--- src/rtl/sram_arbiter.sv ---
// Two-port round-robin arbiter and strobe sequencer for a shared asynchronous SRAM.
// Define ARB_FIXED_PRIO_EN to give port 0 fixed priority over port 1.
module sram_arbiter #(
    parameter int unsigned WAIT_CYCLES = 2,
    parameter int unsigned ADDR_W      = 20,
    parameter int unsigned DATA_W      = 16
) (
    input  logic              Clk,
    input  logic              Reset,
    input  logic              req0,
    input  logic              we0,
    input  logic [ADDR_W-1:0] addr0,
    input  logic [DATA_W-1:0] wdata0,
    output logic              ack0,
    input  logic              req1,
    input  logic              we1,
    input  logic [ADDR_W-1:0] addr1,
    input  logic [DATA_W-1:0] wdata1,
    output logic              ack1,
    output logic [DATA_W-1:0] rdata,
    output logic              busy,
    output logic [1:0]        grant,
    output logic              Mem_CE,
    output logic              Mem_UB,
    output logic              Mem_LB,
    output logic              Mem_OE,
    output logic              Mem_WE,
    output logic [ADDR_W-1:0] ADDR,
    output logic [DATA_W-1:0] Mem_Dout,
    output logic              Mem_Dout_En,
    input  logic [DATA_W-1:0] Mem_Din
);

    typedef enum logic [1:0] {IDLE, SETUP, ACCESS, DONE} state_t;

    localparam logic [3:0] WAIT_LAST = 4'(WAIT_CYCLES - 1);

    state_t            state, state_d;
    logic [3:0]        cnt, cnt_d;
    logic              last, last_d;
    logic              we_q, we_d;
    logic              pick1;
    logic              ack0_d, ack1_d, busy_d, ce_d, oe_d, wen_d, den_d;
    logic [1:0]        grant_d;
    logic [ADDR_W-1:0] addr_d;
    logic [DATA_W-1:0] dout_d, rdata_d;

    // The ADDR and Mem_Dout registers double as the latched request fields.
`ifdef ARB_FIXED_PRIO_EN
    assign pick1 = ~req0;
`else
    assign pick1 = (req0 & req1) ? ~last : req1;
`endif

    assign Mem_UB = Mem_CE;
    assign Mem_LB = Mem_CE;

    always_comb begin
        state_d = state;
        cnt_d   = cnt;
        last_d  = last;
        we_d    = we_q;
        addr_d  = ADDR;
        dout_d  = Mem_Dout;
        rdata_d = rdata;
        grant_d = grant;
        ce_d    = Mem_CE;
        oe_d    = Mem_OE;
        wen_d   = Mem_WE;
        den_d   = Mem_Dout_En;
        ack0_d  = 1'b0;
        ack1_d  = 1'b0;
        unique case (state)
            IDLE: begin
                if (req0 | req1) begin
                    state_d = SETUP;
                    last_d  = pick1;
                    grant_d = pick1 ? 2'b10 : 2'b01;
                    we_d    = pick1 ? we1 : we0;
                    addr_d  = pick1 ? addr1 : addr0;
                    dout_d  = pick1 ? wdata1 : wdata0;
                    ce_d    = 1'b0;
                    oe_d    = we_d;
                    den_d   = we_d;
                end
            end
            SETUP: begin
                state_d = ACCESS;
                cnt_d   = WAIT_LAST;
                wen_d   = ~we_q;
            end
            ACCESS: begin
                if (cnt == 4'd0) begin
                    state_d = DONE;
                    oe_d    = 1'b1;
                    wen_d   = 1'b1;
                    ack0_d  = grant[0];
                    ack1_d  = grant[1];
                    if (!we_q) begin
                        rdata_d = Mem_Din;
                    end
                end else begin
                    cnt_d = cnt - 4'd1;
                end
            end
            DONE: begin
                state_d = IDLE;
                ce_d    = 1'b1;
                den_d   = 1'b0;
                grant_d = 2'b00;
            end
            default: state_d = IDLE;
        endcase
        busy_d = (state_d != IDLE);
    end

    always_ff @(posedge Clk) begin
        if (Reset) begin
            state       <= IDLE;
            cnt         <= '0;
            last        <= 1'b1;
            we_q        <= 1'b0;
            ADDR        <= '0;
            Mem_Dout    <= '0;
            rdata       <= '0;
            grant       <= '0;
            busy        <= 1'b0;
            Mem_CE      <= 1'b1;
            Mem_OE      <= 1'b1;
            Mem_WE      <= 1'b1;
            Mem_Dout_En <= 1'b0;
            ack0        <= 1'b0;
            ack1        <= 1'b0;
        end else begin
            state       <= state_d;
            cnt         <= cnt_d;
            last        <= last_d;
            we_q        <= we_d;
            ADDR        <= addr_d;
            Mem_Dout    <= dout_d;
            rdata       <= rdata_d;
            grant       <= grant_d;
            busy        <= busy_d;
            Mem_CE      <= ce_d;
            Mem_OE      <= oe_d;
            Mem_WE      <= wen_d;
            Mem_Dout_En <= den_d;
            ack0        <= ack0_d;
            ack1        <= ack1_d;
        end
    end

endmodule

--- config.mk ---
export PLATFORM = sky130hd
export DESIGN_NAME = sram_arbiter
export DESIGN_NICKNAME = d
export VERILOG_FILES = /design/src/rtl/sram_arbiter.sv
export SDC_FILE = /design/constraint.sdc
export NUM_CORES = 1
export LEC_CHECK = 0
export CAP_MARGIN = 0
export CORE_ASPECT_RATIO = 1.2
export CORE_MARGIN = 10
export CORE_UTILIZATION = 40
export DETAILED_ROUTE_END_ITERATION = 10
export GPL_TIMING_DRIVEN = 1
export PLACE_DENSITY_LB_ADDON = 0.2
export SYNTH_ARGS = -nofsm -noshare
export SYNTH_HDL_FRONTEND = slang
export SYNTH_SLANG_ARGS = --single-unit
--- constraint.sdc ---
create_clock -name Clk -period 2.15 [get_ports Clk]
set_clock_uncertainty 0.15 [all_clocks]
set_input_delay 0.645 -clock Clk [delete_from_list [all_inputs] [get_ports Clk]]
set_output_delay 0.645 -clock Clk [all_outputs]
set_load 0.1 [all_outputs]
==> results of run 1 <==
## report_power, final
part	switching [uW]	internal [uW]
combinational	3470	2000
clock	478	565
sequential	408	1660
total	4360	4230
## per-layer routing
| metal | vias to the layer above | wire (um) |
|---|---|---|
| li1 | 1572 | - |
| met1 | 1459 | 3890 |
| met2 | 135 | 5075 |
| met3 | 12 | 1139 |
| met4 | 0 | 194 |
| met5 | - | 0 |
## stage by stage
step | utilization [%] | total power, uW | hold slack (ps) | cell area [um^2] | setup WS, ps
final | 76.69 | 8588 | 347.8 | 5579 | 160.8
after global routing | 76.69 | 8945 | 358.6 | 5579 | 27.76
after CTS | 76.69 | 8651 | 349.8 | 5579 | 209.9
after detailed placement | 74.05 | 7597 | 334.6 | 5386 | -160.8
after global placement | 74.05 | 7503 | 329.6 | 5386 | -76.23
after floorplan | - | 5382 | 335.9 | 3007 | 312.5
## registers in the layout (all words and copies together) (netlist names)
register,count
last,1
ack1,1
state,2
Mem_OE,1
ADDR,20
cnt,4
we_q,1
Mem_Dout,16
busy,1
grant,2
Mem_Dout_En,1
ack0,1
rdata,16
Mem_WE,1
Mem_CE,1
## how the worst max path moves through the flow
| stage | start | to | slack (ps) | cells after the start |
|---|---|---|---|---|
| 2_1_floorplan | Mem_CE | Mem_LB | 310 | 1 |
| 3_3_place_gp | req1 | ADDR[2] | -80 | 5 |
| 3_5_place_dp | req0 | Mem_Dout_En | -160 | 5 |
| 4_1_cts | req0 | Mem_Dout_En | 210 | 5 |
| 5_1_grt | state[0] | Mem_Dout_En | 30 | 6 |
| 6_report | req0 | Mem_Dout_En | 160 | 5 |
## synth_stat cells
cell / instances
buf_4: 2
nand4b_1: 1
a21bo_2: 1
o32ai_1: 5
nor3_1: 1
a21oi_1: 6
or3b_1: 1
a31oi_1: 36
o21a_1: 2
and3_1: 1
nor3_4: 1
nor4b_1: 1
nand2_1: 107
mux2i_1: 19
o31a_1: 1
ha_1: 6
nand2b_1: 1
nor4_1: 1
nor2_1: 7
a21o_2: 1
nor2b_1: 4
a32oi_1: 2
o31ai_2: 1
a21boi_2: 1
inv_1: 8
and2_1: 2
buf_6: 1
nand3b_1: 1
a21o_1: 1
o211a_1: 1
a221o_1: 1
o21ai_0: 41
buf_2: 13
dfxtp_1: 69
clkbuf_1: 14
a22o_1: 1
nand3_1: 3
or3_1: 1
## cell type report
cell class,count,share of cell area (%)
sequential,69,24.78
timing repair buffer,175,43.19
clock inverter,4,0.8522
multi-input combinational,259,26.01
tap,90,2.018
clock buffer,12,2.601
inverter,8,0.5382
## worst min-delay path: cells and delay by family (launching register included)
family / cells / cell delay, ps
mux: 1 / 50
simple gates: 1 / 60
flops: 1 / 340
## cells by family (layout without fill, tap and decap cells)
| group | Yosys count | count (layout) |
|---|---|---|
| simple gates | 133 | 133 |
| compound gates | 101 | 101 |
| flops | 69 | 69 |
| buf+inv | 38 | 199 |
| mux | 19 | 19 |
| fa+ha+maj | 6 | 6 |
==> metrics.md, run 1 <==
| Metric | Value |
|---|---|
| Syn_area_per_cell | 8.211 um^2 |
| Mapped Area | 0.003005 mm^2 |
| CP Cell Sequence | clkdlybuf4s50_1 -> o21ai_0 -> buf_4 -> or3_1 -> o32ai_1 |
| Commonest cells after routing, fill and taps aside | nand2_1 (107), clkdlybuf4s50_1 (93), buf_12 (69), dfxtp_1 (68), o21ai_0 (41) |
| Status | finished clean |
| CP required | 2240 ps |
| Initial antenna violation count | 0 |
| Final Hold Vio Count | 0 |
| Hpwl dp | 8.114 mm |
| Largest net degree at the start of global routing | 41 |
| CTS Hold Bufs | 0 |
| Buffers & Inverters on Critical Path | 2 |
| CTS Buf Count | 9 |
| Share of cells above drive strength 1 | 19.73% |
| Routed wire per std cell | 16.69 um |
| N_diodes | 0 |
| Number of detailed-route iterations in the first pass | 4 |
| Synth top area share | 45.96% |
| Final setup vio count | 0 |
| Register Area | 0.001383 mm^2 |
| Vias in the first global route | 3266 |
| Crit path capture type | flip-flop |
| Post-synthesis sequential area ratio | 45.96% |
| Grt peak-use layer | met2 |
| Adder-cell area share of the yosys netlist | 2.498% |
| F_max | 502.7 MHz |
| FF-to-FF End | Mem_Dout_En |
| M1 GR Usage | 17.08% |
| Worst-path clk slew | 70 ps |
| Synth Area in Compound Gates | 20.77% |
| Synthesized flop and latch total | 69 |
| Htree depth | 3 |
| Core Region | 0.007274 mm^2 |
| Tmin final | 1989 ps |
| Syn Inst Count | 366 |
| Nets | 622 |
| Total GRT Usage | 17.18% |
| Row Count | 34 |
| Syn nets | 466 |
| Pleak | 0.002244 uW |
| M2 GR Usage | 29.22% |
| Total gr overflow | 0 |
| Clock sink count | 69 |
| Max-slew headroom | 70.67% |
| Hold path depth | 2 |
| Die Wd | 99.13 um |
| Vias per cell | 5.151 |
| TNS Setup | 0 ps |
| Number of fillers in the final layout | 487 |
| Post-Route WL | 10.30 mm |
| Arrival time at the worst endpoint | 2080 ps |
| I/O pins | 157 |
| Type of the worst min-delay path | flip-flop to flip-flop |
| Measured slew at the worst slew-check pin | 435.4 ps |
| Pwr/cell area | 1539 mW/mm^2 |
| Yosys cell types | 38 |
| Area grow syn2layout | 85.64% |
| Register-to-Register Path Depth | 6 |
| Synth area leaders | dfxtp_1 (46%), nand2_1 (13%), a31oi_1 (7.5%) |
| # DRC | 0 |
| Multi-input gate area | 0.001451 mm^2 |
| Reg2Reg Setup Slack | 230 ps |
| Starting Density | 41.31% |
| Post-CTS Setup Bufs | 0 |
| Max Slew Vio Count | 0 |
| Number of I/O port buffers | 156 |
| Clock Latency Late Sink | 330 ps |
| GRT met3 Usage | 9.904% |
| WS Path Type | input pin to flip-flop |
| Peak VDD IR | 919.3 uV |
| DRT iter0 DRCs | 166 |
| Vias post-DR | 3178 |
| Leading cell type in the layout, fill and taps excluded | nand2_1 |
| Die Footprint | 0.01139 mm^2 |
| Post-synthesis xor/xnor area fraction | 0% |
| Gp weighted congestion | 0.8536 |
| Post_cts resized | 0 |
| Dpl cells | 601 |
| Chip height | 115.0 um |
| Cell Count, Final, Fillers Out | 617 |
| CTS max path bufs | 2 |
| Crit path max-delay family | buffers and inverters |
| Hold Path Sink | rdata[3] |
| Yosys top cell by area | dfxtp_1 |
| Largest family of logic cells by synthesized area | compound AO/OA/AOI/OAI gates |
| Post-DRT Antenna Nets | 0 |
| CP max stage delay | 580 ps |
| First-pass GRT wire length | 15.90 mm |
| Maximum fanout along the worst path | 6 |
| Reg2reg start | state[0] |
| Multiplexer area fraction after synthesis | 6.328% |
| Hold Crit Start | rdata[3] |
| Max-cap violations | 0 |
| Crit share post-route | 92.52% |
| Slowest stage cell, crit path | clkdlybuf4s50_1 |
| CP startpoint kind | input pin |
| RSZ-0062 raised after global routing | false |
| Root Driver | clkbuf_8 |
| Warnings, synthesis | 0 |
| CTS tree | yes |
| Simple-gate share of the synthesized area | 18.65% |
No activity file was read; power rests on OpenSTA's default activity.
==> run 2: changes to the inputs <==
==> constraint.sdc (replaced) <==
create_clock -name Clk -period 2.2 [get_ports Clk]
set_clock_uncertainty 0.15 [all_clocks]
set_input_delay 0.66 -clock Clk [delete_from_list [all_inputs] [get_ports Clk]]
set_output_delay 0.66 -clock Clk [all_outputs]
set_load 0.1 [all_outputs]
==> run 2 against run 1 <==
Sequential share of layout area is 0.13 points higher. Register-to-register slack gained 120 ps. Worst setup slack improved by 120 ps. Non-clock buffer count decreased by 2. Wire length down 3.3%. Combinational power decreased by 3%. Critical endpoint unchanged. Largest cell class unchanged. Highest routed layer unchanged.
==> metrics.md, run 2 (synthesis gave the netlist of run 1 again) <==
| Metric | Value |
|---|---|
| Share of cells above drive strength 1 | 19.31% |
| Die Wd | 99.13 um |
| # DRC | 0 |
| Number of I/O port buffers | 156 |
| Core Region | 0.007274 mm^2 |
| RSZ-0062 raised after global routing | false |
| CP Cell Sequence | clkdlybuf4s50_1 -> o21ai_0 -> buf_4 -> or3_1 -> o32ai_1 |
| Internal power | 4019 uW |
| Largest register FFs | 20 |
| Chip height | 115.0 um |
| Largest net degree at the start of global routing | 49 |
| CP required | 2280 ps |
| Max Slew Vio Count | 0 |
| Power share of the clock group | 10.8% |
| N_diodes | 0 |
| Status | finished clean |
| Post-DRT Antenna Nets | 0 |
| DRT iter0 DRCs | 131 |
| CTS Buf Count | 9 |
| Worst-path clk slew | 70 ps |
| Vias per cell | 5.148 |
| Row Count | 34 |
| Final setup vio count | 0 |
| Tmin final | 1916 ps |
| Arrival time at the worst endpoint | 2000 ps |
| Type of the worst min-delay path | flip-flop to flip-flop |
| Routed wire per std cell | 16.26 um |
| Power share of the combinational group | 64.6% |
| Worst hold slack | 349.9 ps |
| Setup WS pre-CTS | -57.30 ps |
| Commonest cells after routing, fill and taps aside | nand2_1 (107), clkdlybuf4s50_1 (93), buf_12 (70), dfxtp_1 (68), o21ai_0 (41) |
| I/O pins | 157 |
| CP max stage delay | 580 ps |
| CTS max path bufs | 2 |
| Post-Route WL | 9.965 mm |
| Pwr/cell area | 1482 mW/mm^2 |
| Crit path capture type | flip-flop |
| Leading cell type in the layout, fill and taps excluded | nand2_1 |
| Final Hold Vio Count | 0 |
| Hpwl dp | 7.988 mm |
| Number of detailed-route iterations in the first pass | 4 |
| WS Path Type | input pin to flip-flop |
| Max-slew headroom | 77.92% |
| Crit share post-route | 87.11% |
| Switching power | 4206 uW |
| Htree depth | 3 |
| Cell Count, Final, Fillers Out | 613 |
| Clock sink count | 69 |
| Nets | 620 |
| CTS tree | yes |
| CP startpoint kind | input pin |
| Max-cap violations | 0 |
| Sequential power share | 24.6% |
| Area grow syn2layout | 84.64% |
| Regs by FF count | ADDR x20, Mem_Dout x16, rdata x16 |
| Peak VDD IR | 965.2 uV |
| Post-CTS Setup Bufs | 0 |
| Pleak | 0.002229 uW |
| Vias post-DR | 3156 |
| Maximum fanout along the worst path | 6 |
| Total gr overflow | 0 |
| Gp weighted congestion | 0.8387 |
| Slowest stage cell, crit path | clkdlybuf4s50_1 |
| Worst setup margin | 283.6 ps |
| Total GRT Usage | 16.80% |
| Switching share of power | 51.14% |
| Post_cts resized | 0 |
| Dpl cells | 599 |
| Measured slew at the worst slew-check pin | 327.7 ps |
| Vias in the first global route | 3284 |
| F_max | 521.8 MHz |
| Root Driver | clkbuf_8 |
| CTS Hold Bufs | 0 |
| Top reg by flops | ADDR |
| Initial antenna violation count | 0 |
| First-pass GRT wire length | 15.75 mm |
| Die Footprint | 0.01139 mm^2 |
| Clock Latency Late Sink | 320 ps |
| Starting Density | 41.31% |
run 2: worst paths after layout:
kind	from	to	slack, ps	cells after the start
worst max-delay path	req0	Mem_Dout_En	280	5
worst min-delay path	rdata[3]	rdata[3]	350	2
worst max register to register	state[0]	Mem_Dout_En	350	6
worst min register to register	rdata[3]	rdata[3]	350	2
run 2: cell type report:
cell class / instances / area, um^2
clock inverters: 2 / 10.01
repair buffers: 173 / 2407
clock buffers: 12 / 155.1
inverters: 8 / 30.03
fillers: 486 / 1725
well taps: 90 / 112.6
multi-input cells: 259 / 1451
flip-flops and latches: 69 / 1383
run 2: worst max-delay path: cells and delay by family:
kind,cells,cell delay [ps]
compound gates,2,270
buf+inv,2,770
simple gates,1,300
run 2: power groups by stage:
stage	combinational [uW]	clock, uW	sequential [uW]
2_1_floorplan	1110	0	4150
3_3_place_gp	5290	0	2020
3_5_place_dp	5340	0	2050
4_1_cts	5350	917	2030
5_1_grt	5540	963	2080
6_report	5310	891	2020
run 2: stage by stage:
stage	area (um^2)	utilization, %	TNS [ps]	power (uW)
6_report	5549	76.28	0	8226
5_1_grt	5549	76.28	0	8583
4_1_cts	5549	76.28	0	8291
3_5_place_dp	5384	74.01	-279.5	7384
2_1_floorplan	3007	-	0	5260
3_3_place_gp	5384	74.01	-6.724	7312
run 2: metal layers:
| metal | up-vias | track usage [%] | routed length (um) |
|---|---|---|---|
| li1 | 1572 | - | - |
| met1 | 1436 | 16.98 | 3742 |
| met2 | 131 | 28.17 | 4849 |
| met3 | 17 | 8.944 | 1117 |
| met4 | 0 | 7.560 | 255 |
| met5 | - | 0 | 0 |
==> run 3: changes to the inputs <==
--- a/config.mk
+++ b/config.mk
@@ -8,7 +8,8 @@
 export CAP_MARGIN = 0
 export CORE_ASPECT_RATIO = 1.2
 export CORE_MARGIN = 10
-export CORE_UTILIZATION = 40
+export CORE_UTILIZATION = 41
+export CTS_BUF_LIST = sky130_fd_sc_hd__clkbuf_4 sky130_fd_sc_hd__clkbuf_8
 export DETAILED_ROUTE_END_ITERATION = 10
 export GPL_TIMING_DRIVEN = 1
 export PLACE_DENSITY_LB_ADDON = 0.2
==> run 3 against run 2 <==
Clock power grew 25%. Highest routed layer unchanged. Largest cell class unchanged. Die area is 2.0% lower. Hold slack worse by 5.4 ps. Combinational power hardly changed. Largest power group unchanged. Core utilization increased by 1.8 points.
==> metrics.md, run 3 (synthesis gave the netlist of run 1 again) <==
| Metric | Value |
|---|---|
| Status | finished clean |
| Initial antenna violation count | 0 |
| Max-slew headroom | 73.62% |
| FF-to-FF End | ADDR[0] |
| Gp weighted congestion | 0.7581 |
| Maximum fanout along the worst path | 6 |
| Starting Density | 41.80% |
| Largest register FFs | 20 |
| Clock Latency Late Sink | 340 ps |
| Leading cell type in the layout, fill and taps excluded | nand2_1 |
| Post-Route WL | 10.13 mm |
| DRT iter0 DRCs | 159 |
| Internal power | 4214 uW |
| Crit path capture | Mem_Dout_En |
| Power share of the clock group | 13.1% |
| Switching power | 4259 uW |
| Vias per cell | 5.119 |
| CTS Hold Bufs | 0 |
| Crit share post-route | 87.82% |
| Crit. Startpoint | req0 |
| Measured slew at the worst slew-check pin | 391.6 ps |
| Final setup vio count | 0 |
| CTS max path bufs | 2 |
| Largest net degree at the start of global routing | 37 |
| Number of I/O port buffers | 156 |
| Core Region | 0.007189 mm^2 |
| Power share of the combinational group | 63.0% |
| Root Driver | clkbuf_8 |
| CTS Buf Count | 9 |
| Post-DRT Antenna Nets | 0 |
| Type of the worst min-delay path | flip-flop to flip-flop |
| # DRC | 0 |
| Switching share of power | 50.26% |
| WS Path Type | input pin to flip-flop |
| Cell Count, Final, Fillers Out | 615 |
| Pleak | 0.002250 uW |
| Arrival time at the worst endpoint | 2020 ps |
| Crit path capture type | flip-flop |
| Worst hold slack | 344.5 ps |
| N_diodes | 0 |
| Chip height | 113.8 um |
| Share of cells above drive strength 1 | 19.81% |
| Worst-path clk slew | 70 ps |
| Vias post-DR | 3148 |
| Row Count | 34 |
| Die Footprint | 0.01117 mm^2 |
| Hpwl dp | 7.929 mm |
| Commonest cells after routing, fill and taps aside | nand2_1 (107), clkdlybuf4s50_1 (93), buf_12 (71), dfxtp_1 (68), o21ai_0 (41) |
| Area grow syn2layout | 86.68% |
| I/O pins | 157 |
| Reg2reg start | state[0] |
| Top reg by flops | ADDR |
| Die Wd | 98.16 um |
| Max Slew Vio Count | 0 |
| First-pass GRT wire length | 16.19 mm |
| Dpl cells | 599 |
| Vias in the first global route | 3287 |
| Regs by FF count | ADDR x20, Mem_Dout x16, rdata x16 |
| Routed wire per std cell | 16.47 um |
| CTS tree | yes |
| Total gr overflow | 0 |
| Max-cap violations | 0 |
| Register-to-Register Path Depth | 6 |
| Sequential power share | 23.8% |
| Pwr/cell area | 1510 mW/mm^2 |
| CP required | 2290 ps |
| Final Hold Vio Count | 0 |
| Reg2Reg Setup Slack | 380 ps |
| Peak VDD IR | 1103 uV |
| Clock sink count | 69 |
| Post-CTS Setup Bufs | 0 |
| Post_cts resized | 0 |
| CP startpoint kind | input pin |
| RSZ-0062 raised after global routing | false |
| Total GRT Usage | 17.63% |
| Number of fillers in the final layout | 472 |
| Htree depth | 3 |
| F_max | 517.6 MHz |
| Tmin final | 1932 ps |
| Number of detailed-route iterations in the first pass | 4 |
| Nets | 620 |
-- run 3: cell count changes in the layout (fill, tap and decap cells not counted), sizes merged --
| cell | delta |
|---|---|
| clkinvlp | +2 |
| bufinv | +2 |
| clkbuf | -3 |
| clkinv | +1 |
-- run 3: routing by layer --
layer  GRT usage [%]  up-vias  wire, um
li1                -     1572         -
met1           17.76     1439      3866
met2           29.56      115      4953
met3           9.316       22       996
met4           8.230        0       311
met5               0        -         0
-- run 3: final cells by class --
type | count | area (um^2) | area share, %
clock buffers | 9 | 123.9 | 2.208
flip-flops and latches | 69 | 1383 | 24.64
clock inverters | 7 | 90.09 | 1.606
repair buffers | 173 | 2420 | 43.13
multi-input cells | 259 | 1451 | 25.87
well taps | 90 | 112.6 | 2.007
inverters | 8 | 30.03 | 0.5352
-- run 3: worst min-delay path by stage --
stage / startpoint / to / slack [ps] / depth (start not counted)
after floorplan: cnt[1] / cnt[1] / 340 / 2
final: rdata[10] / rdata[10] / 340 / 2
after global routing: rdata[6] / rdata[6] / 370 / 2
after detailed placement: rdata[2] / rdata[2] / 340 / 2
after global placement: rdata[11] / rdata[11] / 330 / 2
after CTS: rdata[10] / rdata[10] / 350 / 2
-- run 3: critical path, stage by stage --
cell             delay, ps
clkdlybuf4s50_1        500
o21ai_0                380
buf_4                  180
a21oi_1                 60
o32ai_1                230
-- run 3: power by group through the flow --
stage | registers, uW | logic, uW | clock network (uW)
after floorplan | 4150 | 1110 | 0
after global placement | 2020 | 5300 | 0
after detailed placement | 2050 | 5360 | 0
after CTS | 2020 | 5370 | 1140
after global routing | 2060 | 5560 | 1190
final | 2020 | 5340 | 1110
-- run 3: per-stage QoR --
| step | setup slack, ps | TNS [ps] | total power, uW | utilization, % | cell area (um^2) |
|---|---|---|---|---|---|
| 4_1_cts | 294.8 | 0 | 8524 | 78.04 | 5610 |
| 2_1_floorplan | 347.5 | 0 | 5260 | - | 3007 |
| 3_3_place_gp | 15.46 | 0 | 7324 | 75.06 | 5396 |
| 3_5_place_dp | -56.12 | -275.0 | 7404 | 75.06 | 5396 |
| 5_1_grt | 113.2 | 0 | 8814 | 78.04 | 5610 |
| 6_report | 267.9 | 0 | 8473 | 78.04 | 5610 |
